<file path="config.mk">
export PLATFORM = sky130hd
export DESIGN_NAME = fetch_stage
export DESIGN_NICKNAME = d
export VERILOG_FILES = /design/src/rtl/riscv_fetch_pkg.sv /design/src/rtl/fetch_stage.sv
export SDC_FILE = /design/constraint.sdc
export NUM_CORES = 1
export LEC_CHECK = 0
export ABC_AREA = 1
export CAP_MARGIN = 20
export CORE_ASPECT_RATIO = 1.2
export CORE_UTILIZATION = 39
export CTS_BUF_LIST = sky130_fd_sc_hd__clkbuf_4
export DETAILED_ROUTE_END_ITERATION = 12
export GPL_TIMING_DRIVEN = 0
export PLACE_DENSITY = 0.88
export REMOVE_ABC_BUFFERS = 1
export SYNTH_ARGS = -nofsm -noshare
export SYNTH_HDL_FRONTEND = slang
export SYNTH_SLANG_ARGS = --single-unit
</file>
<file path="constraint.sdc">
create_clock -name clk -period 1.4 [get_ports clk]
set_input_delay 0.28 -clock clk [delete_from_list [all_inputs] [get_ports clk]]
set_output_delay 0.28 -clock clk [all_outputs]
set_load 0.02 [all_outputs]
</file>
<file path="src/rtl/riscv_fetch_pkg.sv">
// Shared definitions for the RV32I instruction-fetch stage.
//   XLEN             : architectural register / address width
//   RESET_PC_DEFAULT : default program counter loaded on reset
//   fetch_state_t    : fetch FSM states
//     REQ  - read request presented to instruction memory
//     WAIT - request accepted, waiting for its response
//     HOLD - instruction buffered and offered to decode
//     DROP - waiting for a response that must be discarded
package riscv_fetch_pkg;

  localparam int XLEN = 32;

  localparam logic [XLEN-1:0] RESET_PC_DEFAULT = 32'h0000_0000;

  typedef enum logic [1:0] {
    REQ  = 2'd0,
    WAIT = 2'd1,
    HOLD = 2'd2,
    DROP = 2'd3
  } fetch_state_t;

endpackage

</file>
<file path="src/rtl/fetch_stage.sv">
// Instruction-fetch stage of the RV32I core.
// Owns the architectural PC, keeps at most one instruction-memory read in
// flight, buffers the returned word for decode and accepts redirects from
// execute. The +4 adder lives in the parent: pc goes out, pcplus4 comes back.
//
// Ports:
//   clk, rst          : clock, synchronous active-high reset
//   pc, pcplus4       : current PC to the adder, pc+4 back from it
//   redirect_valid/_target : PC change request from execute (highest priority)
//   imem_req_*        : read request channel (addr == pc)
//   imem_rsp_*        : read response channel, one per accepted request, in order
//   if_valid/_instr/_pc, if_ready : instruction handoff to decode
//   misaligned        : one-cycle registered pulse, redirect target had [1:0]!=0
//   state_dbg         : current FSM state for observation
//
// Handshakes: a transfer happens on a rising edge where valid and ready are
// both high. Valid never depends combinationally on ready. The request side
// is the one exception to "valid holds until accepted": a redirect may change
// imem_req_addr (or drop imem_req_valid for reset) before acceptance.
module fetch_stage
  import riscv_fetch_pkg::*;
#(
  parameter logic [XLEN-1:0] RESET_PC = RESET_PC_DEFAULT
) (
  input  logic            clk,
  input  logic            rst,
  output logic [XLEN-1:0] pc,
  input  logic [XLEN-1:0] pcplus4,
  input  logic            redirect_valid,
  input  logic [XLEN-1:0] redirect_target,
  output logic            imem_req_valid,
  output logic [XLEN-1:0] imem_req_addr,
  input  logic            imem_req_ready,
  input  logic            imem_rsp_valid,
  input  logic [XLEN-1:0] imem_rsp_data,
  output logic            if_valid,
  output logic [XLEN-1:0] if_instr,
  output logic [XLEN-1:0] if_pc,
  input  logic            if_ready,
  output logic            misaligned,
  output fetch_state_t    state_dbg
);

  fetch_state_t    state_q, state_d;
  logic [XLEN-1:0] pc_q, pc_d;
  logic [XLEN-1:0] instr_q, instr_d;
  logic [XLEN-1:0] ifpc_q, ifpc_d;
  logic            mis_q, mis_d;

  always_ff @(posedge clk) begin
    if (rst) begin
      state_q <= REQ;
      pc_q    <= RESET_PC;
      instr_q <= '0;
      ifpc_q  <= '0;
      mis_q   <= 1'b0;
    end else begin
      state_q <= state_d;
      pc_q    <= pc_d;
      instr_q <= instr_d;
      ifpc_q  <= ifpc_d;
      mis_q   <= mis_d;
    end
  end

  always_comb begin
    state_d = state_q;
    pc_d    = pc_q;
    instr_d = instr_q;
    ifpc_d  = ifpc_q;
    mis_d   = 1'b0;

    unique case (state_q)
      REQ: begin
        if (imem_req_ready) state_d = WAIT;
      end
      WAIT: begin
        if (imem_rsp_valid) begin
          instr_d = imem_rsp_data;
          ifpc_d  = pc_q;
          pc_d    = pcplus4;
          state_d = HOLD;
        end
      end
      HOLD: begin
        if (if_ready) state_d = REQ;
      end
      DROP: begin
        if (imem_rsp_valid) state_d = REQ;
      end
      default: state_d = REQ;
    endcase

    // Redirect overrides everything above. A request already accepted (this
    // cycle or earlier) still owes a response, which DROP swallows. The
    // holding register keeps its old contents; it is simply no longer valid.
    if (redirect_valid) begin
      pc_d    = {redirect_target[XLEN-1:2], 2'b00};
      mis_d   = |redirect_target[1:0];
      instr_d = instr_q;
      ifpc_d  = ifpc_q;
      unique case (state_q)
        REQ:     state_d = imem_req_ready ? DROP : REQ;
        WAIT:    state_d = imem_rsp_valid ? REQ  : DROP;
        HOLD:    state_d = REQ;
        DROP:    state_d = imem_rsp_valid ? REQ  : DROP;
        default: state_d = REQ;
      endcase
    end
  end

  assign pc             = pc_q;
  assign imem_req_valid = (state_q == REQ) && !rst;
  assign imem_req_addr  = pc_q;
  assign if_valid       = (state_q == HOLD);
  assign if_instr       = instr_q;
  assign if_pc          = ifpc_q;
  assign misaligned     = mis_q;
  assign state_dbg      = state_q;

endmodule

</file>
# Word level (Yosys, flattened, before mapping)
# Cells that the tools add are included.
[word_totals]
in_bits = 102
out_inout_bits = 133
regBits = 99
[op_classes]
n_mux = 12
n_eq_ne = 7
n_bitwise = 1
reduce_logical = 13
[op_table]
columns = ["cell", "count"]
rows = [
  ["$mux W32", 3],
  ["$mux W2", 7],
  ["$ne A3 B3 Y1 const B", 3],
  ["$pmux W2 S4", 1],
  ["$reduce_or A2 Y1", 4],
  ["$pmux W2 S3", 1],
  ["$eq A2 B2 Y1 const B", 2],
  ["$reduce_and A2 Y1", 2],
  ["$reduce_and A4 Y1", 1],
  ["$reduce_bool A2 Y1", 2],
  ["$ne A3 B2 Y1 const B", 1],
  ["$reduce_and A3 Y1", 1],
  ["$eq A2 B1 Y1 const B", 1],
  ["$logic_not A2 Y1", 1],
  ["$logic_and A1 B1 Y1", 1],
  ["$logic_not A1 Y1", 1],
  ["$not A1 Y1", 1],
]

# Logic depth before layout (Yosys ltp)
# Gate-level depths: netlist (run 1).
[logic_depth]
word_depth = 4
mapped_depth = 9
depth_no_buf = 8

# Worst setup path after synthesis (run 1)
# OpenSTA, ideal clock, no wires.
[synth_timing]
kind = "register -> register"
startpoint = "register state_q[0], in the netlist state_dbg[0]"
endpoint = "register ifpc_q[10], in the netlist if_pc[10]"
synth_period_minus_slack_ps = 1388
setup_slack_ps = 12
path_buffers = 1
path_stages_with_launch = 9
required_time_ps = 1284
arrival_ps = 1272
setup_time_ps = 116
cell_sequence = "dfxtp_1 inv_2 nor2_4 nand2_2 nor2_8 inv_2 buf_2 nor2_1 nor2_1"
[synth_via]
elab_chain_cells = 2
[synth_rtl]
columns = ["item", "line", "rtl"]
rows = [
  ["from (decl)", "fetch_stage.sv:44", "fetch_state_t state_q, state_d;"],
  ["from (signal assigned)", "fetch_stage.sv:58", "state_q <= state_d;"],
  ["$eq A2 B1 Y1", "fetch_stage.sv:73", "unique case (state_q)"],
  ["$reduce_and A3 Y1 (no source line)", "-", ""],
  ["to (signal assigned)", "fetch_stage.sv:61", "ifpc_q <= ifpc_d;"],
  ["to (decl)", "fetch_stage.sv:47", "logic [XLEN-1:0] ifpc_q, ifpc_d;"],
]
# No other way between the ends.
# A chain may end at the register's enable or synchronous reset.

# Worst setup path after layout (run 1)
[layout_timing]
startpoint = "register state_q[0], in the netlist state_dbg[0]"
endpoint = "register pc_q[6], in the netlist imem_req_addr[6]"
[layout_via]
elab_chain_cells = 3
[layout_rtl]
columns = ["item", "line", "rtl"]
rows = [
  ["$eq A2 B1 Y1", "fetch_stage.sv:73", ""],
  ["$reduce_bool A2 Y1 (no source line)", "-", ""],
  ["$reduce_and A2 Y1 (no source line)", "-", ""],
  ["to (signal assigned)", "fetch_stage.sv:59", "pc_q <= pc_d;"],
  ["to (decl)", "fetch_stage.sv:45", "logic [XLEN-1:0] pc_q, pc_d;"],
]
# No other way between the ends.

==> results of run 1 <==
[cells in the final DEF (no fill, tap or decap), types with 2 or more instances in the layout]
master,instances
buf_2,104
o21ai_0,23
buf_12,8
nor2_4,6
nor2_1,116
nand2_2,3
dfxtp_2,33
clkinvlp_4,3
nand3_2,12
clkinv_1,2
a21oi_4,2
buf_6,6
inv_1,32
dfxtp_1,59
clkdlybuf4s15_2,26
nand2_1,123
clkbuf_16,2
a211oi_2,2
nor2_2,15
o21ai_1,41
inv_2,3
clkbuf_4,9
dfxtp_4,7
clkdlybuf4s50_1,98
a21oi_1,4
nand2_4,10
nand3_1,18
buf_4,28
[flip-flops by register name, indices dropped and copies added (netlist names)]
signal / count
imem_req_addr: 32
state_dbg: 2
misaligned: 1
if_pc: 32
if_instr: 32
[path summary, 6_finish.rpt]
check | startpoint | end | slack [ps] | cells after the start
min | rst | state_dbg[1] | 280 | 2
max reg2reg | state_dbg[0] | imem_req_addr[6] | -40 | 10
min reg2reg | if_instr[19] | if_instr[19] | 510 | 2
max | state_dbg[0] | imem_req_addr[6] | -40 | 10
[metrics by stage]
stage               power, W  util [%]  cell area, sq um  hold slack, ps  cells
CTS                 0.005978     68.55              6964           356.7    924
global placement    0.004408     61.01              6198           475.6    873
detailed placement  0.004436     61.47              6245           481.6    875
global route        0.006206     65.89              6694           261.5    934
floorplan           0.003645         -              3699           349.1    513
finish              0.005942     65.89              6694           280.4    934
[repair_timing]
item,in CTS,in global routing
endpoints found under the setup margin,229,190
gates resized for setup,498,141
buffers inserted,28,9
pin swaps,10,6
cloned,6,2
[power groups by stage]
stage	logic [W]	registers (W)	clock network, W
after floorplan	0.000303	0.00334	0
after global placement	0.00129	0.00312	0
after detailed placement	0.00131	0.00312	0
after CTS	0.00141	0.00307	0.00150
after global routing	0.00152	0.00309	0.00160
final	0.00142	0.00307	0.00146
[critical path: stages, from the launching register on]
cell and delay (ps):
dfxtp_4 400, inv_4 60, nor2_4 40, buf_6 120, buf_6 110, a21oi_4 210, buf_6 180, nand2_1 70
nand3_2 60, nand2_1 70, inv_1 60
[metal layers]
metal / vias to the layer above / track usage [%] / wire (microns)
li1: 2219 / - / -
met1: 2056 / 27.39 / 5479
met2: 195 / 44.81 / 7031
met3: 31 / 6.839 / 1196
met4: 0 / 9.950 / 369
met5: - / 0 / 0
[synthesized netlist by cell type]
library cell / number / area (sq um)
nand2_1: 135 / 506.7
nor2_1: 133 / 499.2
dfxtp_1: 99 / 1982
o21ai_1: 40 / 200.2
inv_1: 37 / 138.9
buf_4: 33 / 247.7
nand3_1: 30 / 150.1
o21ai_0: 24 / 120.1
clkbuf_1: 14 / 52.55
buf_2: 12 / 60.06
a21oi_1: 5 / 25.02
buf_6: 5 / 56.30
a211oi_1: 2 / 15.01
inv_2: 2 / 7.510
nor3_1: 2 / 10.01
and2_1: 1 / 6.260
buf_1: 1 / 3.750
nand2_2: 1 / 6.260
nor2_4: 1 / 11.26
nor2_8: 1 / 20.02
[kinds of logic after synthesis]
group                  after synthesis  share of synthesized area, %
and+or+nand+nor                    304                         29.37
buffers and inverters              104                         13.76
DFF                                 99                         48.12
AOI/OAI and AO/OA                   71                         8.748
[layout make-up]
cell class	count	share of cell area, %
multi-input combinational	379	27.48
clock inverter	6	0.8598
inverter	39	2.710
sequential	99	30.62
tap	126	2.355
timing repair buffer	276	34.97
clock buffer	9	1.009
==> implementation parameters, run 1 <==
Parameter                              Value

Outcome
  Outcome ... complete, but fails checks
  Violations in the final reports ... setup timing

Clock tree
  Num CTS Buffers ... 9
  Clock transition at the register clock pins on the worst setup and hold paths after CTS ... 140 ps
  Worst-Skew Late Latency ... 440 ps
  Maximum level of the CTS H-tree ... 3
  Clock Sinks ... 99
  TritonCTS clock tree ... done
  Max Root-Sink Buffers ... 2
  Master cell of the clock root buffer ... clkbuf_4
  Hold buffer count at CTS ... 0

Critical path
  Data required time of the critical path ... 1780 ps
  Worst-path fanout max ... 7
  Kind of capture point of the worst setup path ... flop
  Path type of the worst setup path ... reg -> reg
  Critical path data arrival time ... 1830 ps
  Setup crit start kind ... flop

Finish
  Area growth syn-to-layout ... 62.52%
  Share of cells above drive strength 1 ... 35.52%
  Count of fill cells added during filler insertion ... 884
  Area taken by multi-input logic gates ... 1839 sq um
  Final layout net count ... slightly above 900
  Ant. Diodes ... 0
  Sequential Area ... 2049 sq um

Drt
  Via count ... 4501
  Post-route DRC violation count ... 0
  WL/cell ... about 15 microns
  1st-pass router iterations ... 4
  Starting DRC count in detailed routing ... 208
  Via/cell ratio ... 4.819
  Total Wirelength ... roughly 14 mm
  Number of nets with antenna violations after detailed routing ... 0

Power and ir drop
  Internal power component ... 0.004154 W
  Power per cell area ... 887.7 nW/um^2
  Clock share of power ... 24.6%
  Max rail drop VDD ... 705.4 uV
  Portion of total power attributed to sequential cells ... between 50% and 60%
  Switching pwr ... 0.001788 W
  Switching share of power ... 30.09%
  Leakage power ... 3.504 nW
  Part of the power in combinational logic ... 23.8%

STA
  Highest achievable clock rate ... about 690 MHz
  Share of the cycle needed by the critical path after routing ... 103.2%
  Unrepaired setup endpoints after global routing ... yes
  Least setup slack across all paths after layout ... -44.87 ps
  Pins Over Slew Limit ... 0
  Final Hold Vio Count ... 0
  Setup Viol. Count Final ... 9
  Final Skew ... 15.04 ps
  Sum Neg Setup Slack ... -120.2 ps
  Least-Margin Pin Slew ... 486.3 ps
  Clock period minus final worst setup slack ... 1445 ps
  Normalized max-slew margin ... 67.58%

Global routing
  Via count of the first global-routing pass ... about 4200
  First-pass GRT wire length ... ~21 mm
  Antenna violations before repair ... 0
  Maximum number of pins on one net before global-route repair ... 63
  Global-route usage over all layers ... 24.98%
  Aggregate global routing overflow ... 0

Floorplanning
  Initial core utilization ... 40.54%
  Die Footprint ... 10980 sq um
  I/O pins ... between 200 and 250
  Die boundary height ... 114.6 microns
  Area of the core region ... 10160 sq um
  Core Rows ... 40
  Die X ... 95.82 microns

Synthesis
  Library cells used by synthesis ... 20
  Synth Register Bits ... 99
  Yosys warnings ... 0
  Post-synthesis sequential area ratio ... approximately half
  Syn Area/Cell ... around 7 sq um
  Synthesized instance count ... 578
  Synth Cell Area ... about 4100 sq um

Placement
  Post-DP HPWL ... 7.873 mm
  Final Wtd Congestion ... 0.7394
  Pre-CTS setup slack ... -1523 ps
  Number of buffers added on ports ... 234

Run
  Count of maximum capacitance violations ... 0

Worst hold path
  Classification of the worst-slack hold path ... in -> reg
Power figures use the tool's default switching activity.
==> inputs of run 2 (changes only) <==
--- a/config.mk
+++ b/config.mk
@@ -13,7 +13,6 @@
 export DETAILED_ROUTE_END_ITERATION = 12
 export GPL_TIMING_DRIVEN = 0
 export PLACE_DENSITY = 0.88
-export REMOVE_ABC_BUFFERS = 1
 export SYNTH_ARGS = -nofsm -noshare
 export SYNTH_HDL_FRONTEND = slang
 export SYNTH_SLANG_ARGS = --single-unit
==> run 2 against run 1 <==
The run still ends with setup timing left. Worst hold slack worse by 24 ps. Total power up 4.3%. Sequential power is essentially flat. Critical path type is now reg -> out. Largest power group unchanged.
==> implementation parameters, run 2 (same netlist as run 1, synthesis figures left out) <==
Parameter                              Value

Floorplanning
  Area of the core region ... 10160 sq um
  Core Rows ... 40
  Initial core utilization ... 40.54%
  Die X ... 95.82 microns
  I/O pins ... 235
  Die Footprint ... 10980 sq um
  Die boundary height ... 114.6 microns

Critical path
  Worst-path fanout max ... 6
  Register-to-register setup slack ... -70 ps
  Setup crit start kind ... flop
  Critical path data arrival time ... 1190 ps
  Kind of capture point of the worst setup path ... primary output
  Path type of the worst setup path ... reg -> out
  Number of cells on the worst reg-to-reg path ... 9
  Origin of the critical flop-to-flop path ... state_dbg[0]
  Reg-to-reg endpoint ... imem_req_addr[20]
  Data required time of the critical path ... 1120 ps

Worst hold path
  Launch instance of the worst min-delay path ... redirect_valid
  Hold Crit Endpoint ... state_dbg[1]
  Instance count along the most critical hold path ... 5
  Classification of the worst-slack hold path ... in -> reg

Drt
  Total met3 wirelength after detailed routing ... between 800 and 900 microns
  Post-route DRC violation count ... 0
  WL met1 ... 5.611 mm
  WL/cell ... 14.92 microns
  Via count ... 4646
  Via/cell ratio ... 4.741
  1st-pass router iterations ... 7
  Highest layer used for signal routing ... met4
  Starting DRC count in detailed routing ... 232
  Detailed route wirelength on metal2 ... 7.636 mm
  Number of nets with antenna violations after detailed routing ... 0
  Total Wirelength ... ~15 mm

Clock tree
  Master cell of the clock root buffer ... clkbuf_4
  Clock transition at the register clock pins on the worst setup and hold paths after CTS ... 130 ps
  TritonCTS clock tree ... done
  Max Root-Sink Buffers ... 2
  Clock Sinks ... 99
  Worst-Skew Late Latency ... 460 ps
  Num CTS Buffers ... 9
  Maximum level of the CTS H-tree ... 3

STA
  Unrepaired setup endpoints after global routing ... yes
  Normalized max-slew margin ... 63.93%
  Clock period minus final worst setup slack ... 1475 ps
  Highest achievable clock rate ... 678.2 MHz
  Least-Margin Pin Slew ... 541.0 ps
  Final Hold Vio Count ... 0
  Final Skew ... 22.48 ps
  Share of the cycle needed by the critical path after routing ... 105.3%
  Sum Neg Setup Slack ... -690.7 ps
  Min Hold Slack ... 256.9 ps
  Pins Over Slew Limit ... 0
  Setup Viol. Count Final ... 33
  Least setup slack across all paths after layout ... -74.52 ps

Run
  Count of maximum capacitance violations ... 0

Global routing
  Antenna violations before repair ... 1
  First-pass GRT wire length ... 21.16 mm
  Via count of the first global-routing pass ... 4351
  Maximum number of pins on one net before global-route repair ... 16
  Global-route usage over all layers ... 25.61%
  Aggregate global routing overflow ... 0

Placement
  Placed Cells incl. Taps ... 937
  Area post-placement ... roughly 6600 sq um
  Pre-CTS setup slack ... -769.2 ps
  Number of buffers added on ports ... 233
  Final Wtd Congestion ... 0.8408
  Post-DP HPWL ... 9.894 mm

Finish
  Number of non-filler instances in the completed layout ... 980
  Area growth syn-to-layout ... 66.04%
  Sequential Area ... about 2000 sq um
  Final layout net count ... 951
  Share of cells above drive strength 1 ... 35.87%
  Most common library cell in the layout ignoring fill and taps ... nand2_1
  Commonest non-fill, non-tap cells in the layout ... 127 x nand2_1, 124 x nor2_1, 100 x clkdlybuf4s50_1
  Count of fill cells added during filler insertion ... 889
  Area taken by multi-input logic gates ... about 1700 sq um
  Final instance area ... 6839 sq um

Power and ir drop
  Max rail drop VDD ... 533.8 uV
  Power per cell area ... between 900 and 1000 nW/um^2
  Leakage power ... roughly 3.6 nW

Outcome
  Outcome ... complete, but fails checks
  Violations in the final reports ... setup timing

Synthesis
  Post-Synthesis Net Count ... 680
[run 2: timing repair]
item / 4_1_cts / 5_1_grt
pin swaps: 1 / 15
setup endpoints to repair: 229 / 168
gates cloned: 1 / 3
gates resized for setup: 550 / 134
hold buffers: 0 / 0
setup buffers: 21 / 6
[run 2: worst max-delay path by stage]
stage	depth (start not counted)	slack [ps]	start	endpoint
after floorplan	8	10	state_dbg[0]	if_pc[10]
after global placement	6	-720	rst	if_instr[16]
after detailed placement	6	-770	rst	imem_req_addr[18]
after CTS	3	-100	state_dbg[1]	if_valid
after global routing	2	-160	state_dbg[0]	imem_req_valid
final	2	-70	state_dbg[0]	imem_req_valid
[run 2: area by class of cell]
type	count	share of cell area [%]
Antenna cell	1	0.03659
Buffer	61	7.117
Clock buffer	10	1.098
Clock inverter	5	1.153
Inverter	39	2.177
Multi-Input combinational cell	376	24.59
Sequential cell	99	29.93
Tap cell	126	2.305
Timing Repair Buffer	263	31.60
[run 2: power by group]
part / internal (W) / switching [W] / total (W)
registers: 0.00296 / 0.000106 / 0.00307
clock network: 0.000729 / 0.000944 / 0.00167
logic: 0.000725 / 0.000729 / 0.00145
total: 0.00442 / 0.00178 / 0.00620
[run 2: routing by layer]
metal | vias to the layer above | track usage [%]
li1 | 2295 | -
met1 | 2125 | 28.38
met2 | 190 | 45.38
met3 | 36 | 4.183
met4 | 0 | 14.93
met5 | - | 0
[run 2: metrics by stage]
step / utilization (%) / power [W]
detailed placement: 65.05 / 0.004541
global route: 67.32 / 0.006476
finish: 67.32 / 0.006197
CTS: 67.88 / 0.006177
global placement: 65.05 / 0.004519
floorplan: - / 0.003760
[run 2: critical path, cell delays in order, from the launching register on]
cell     delay (ps)
dfxtp_4         400
nor3_2          180
buf_4           170
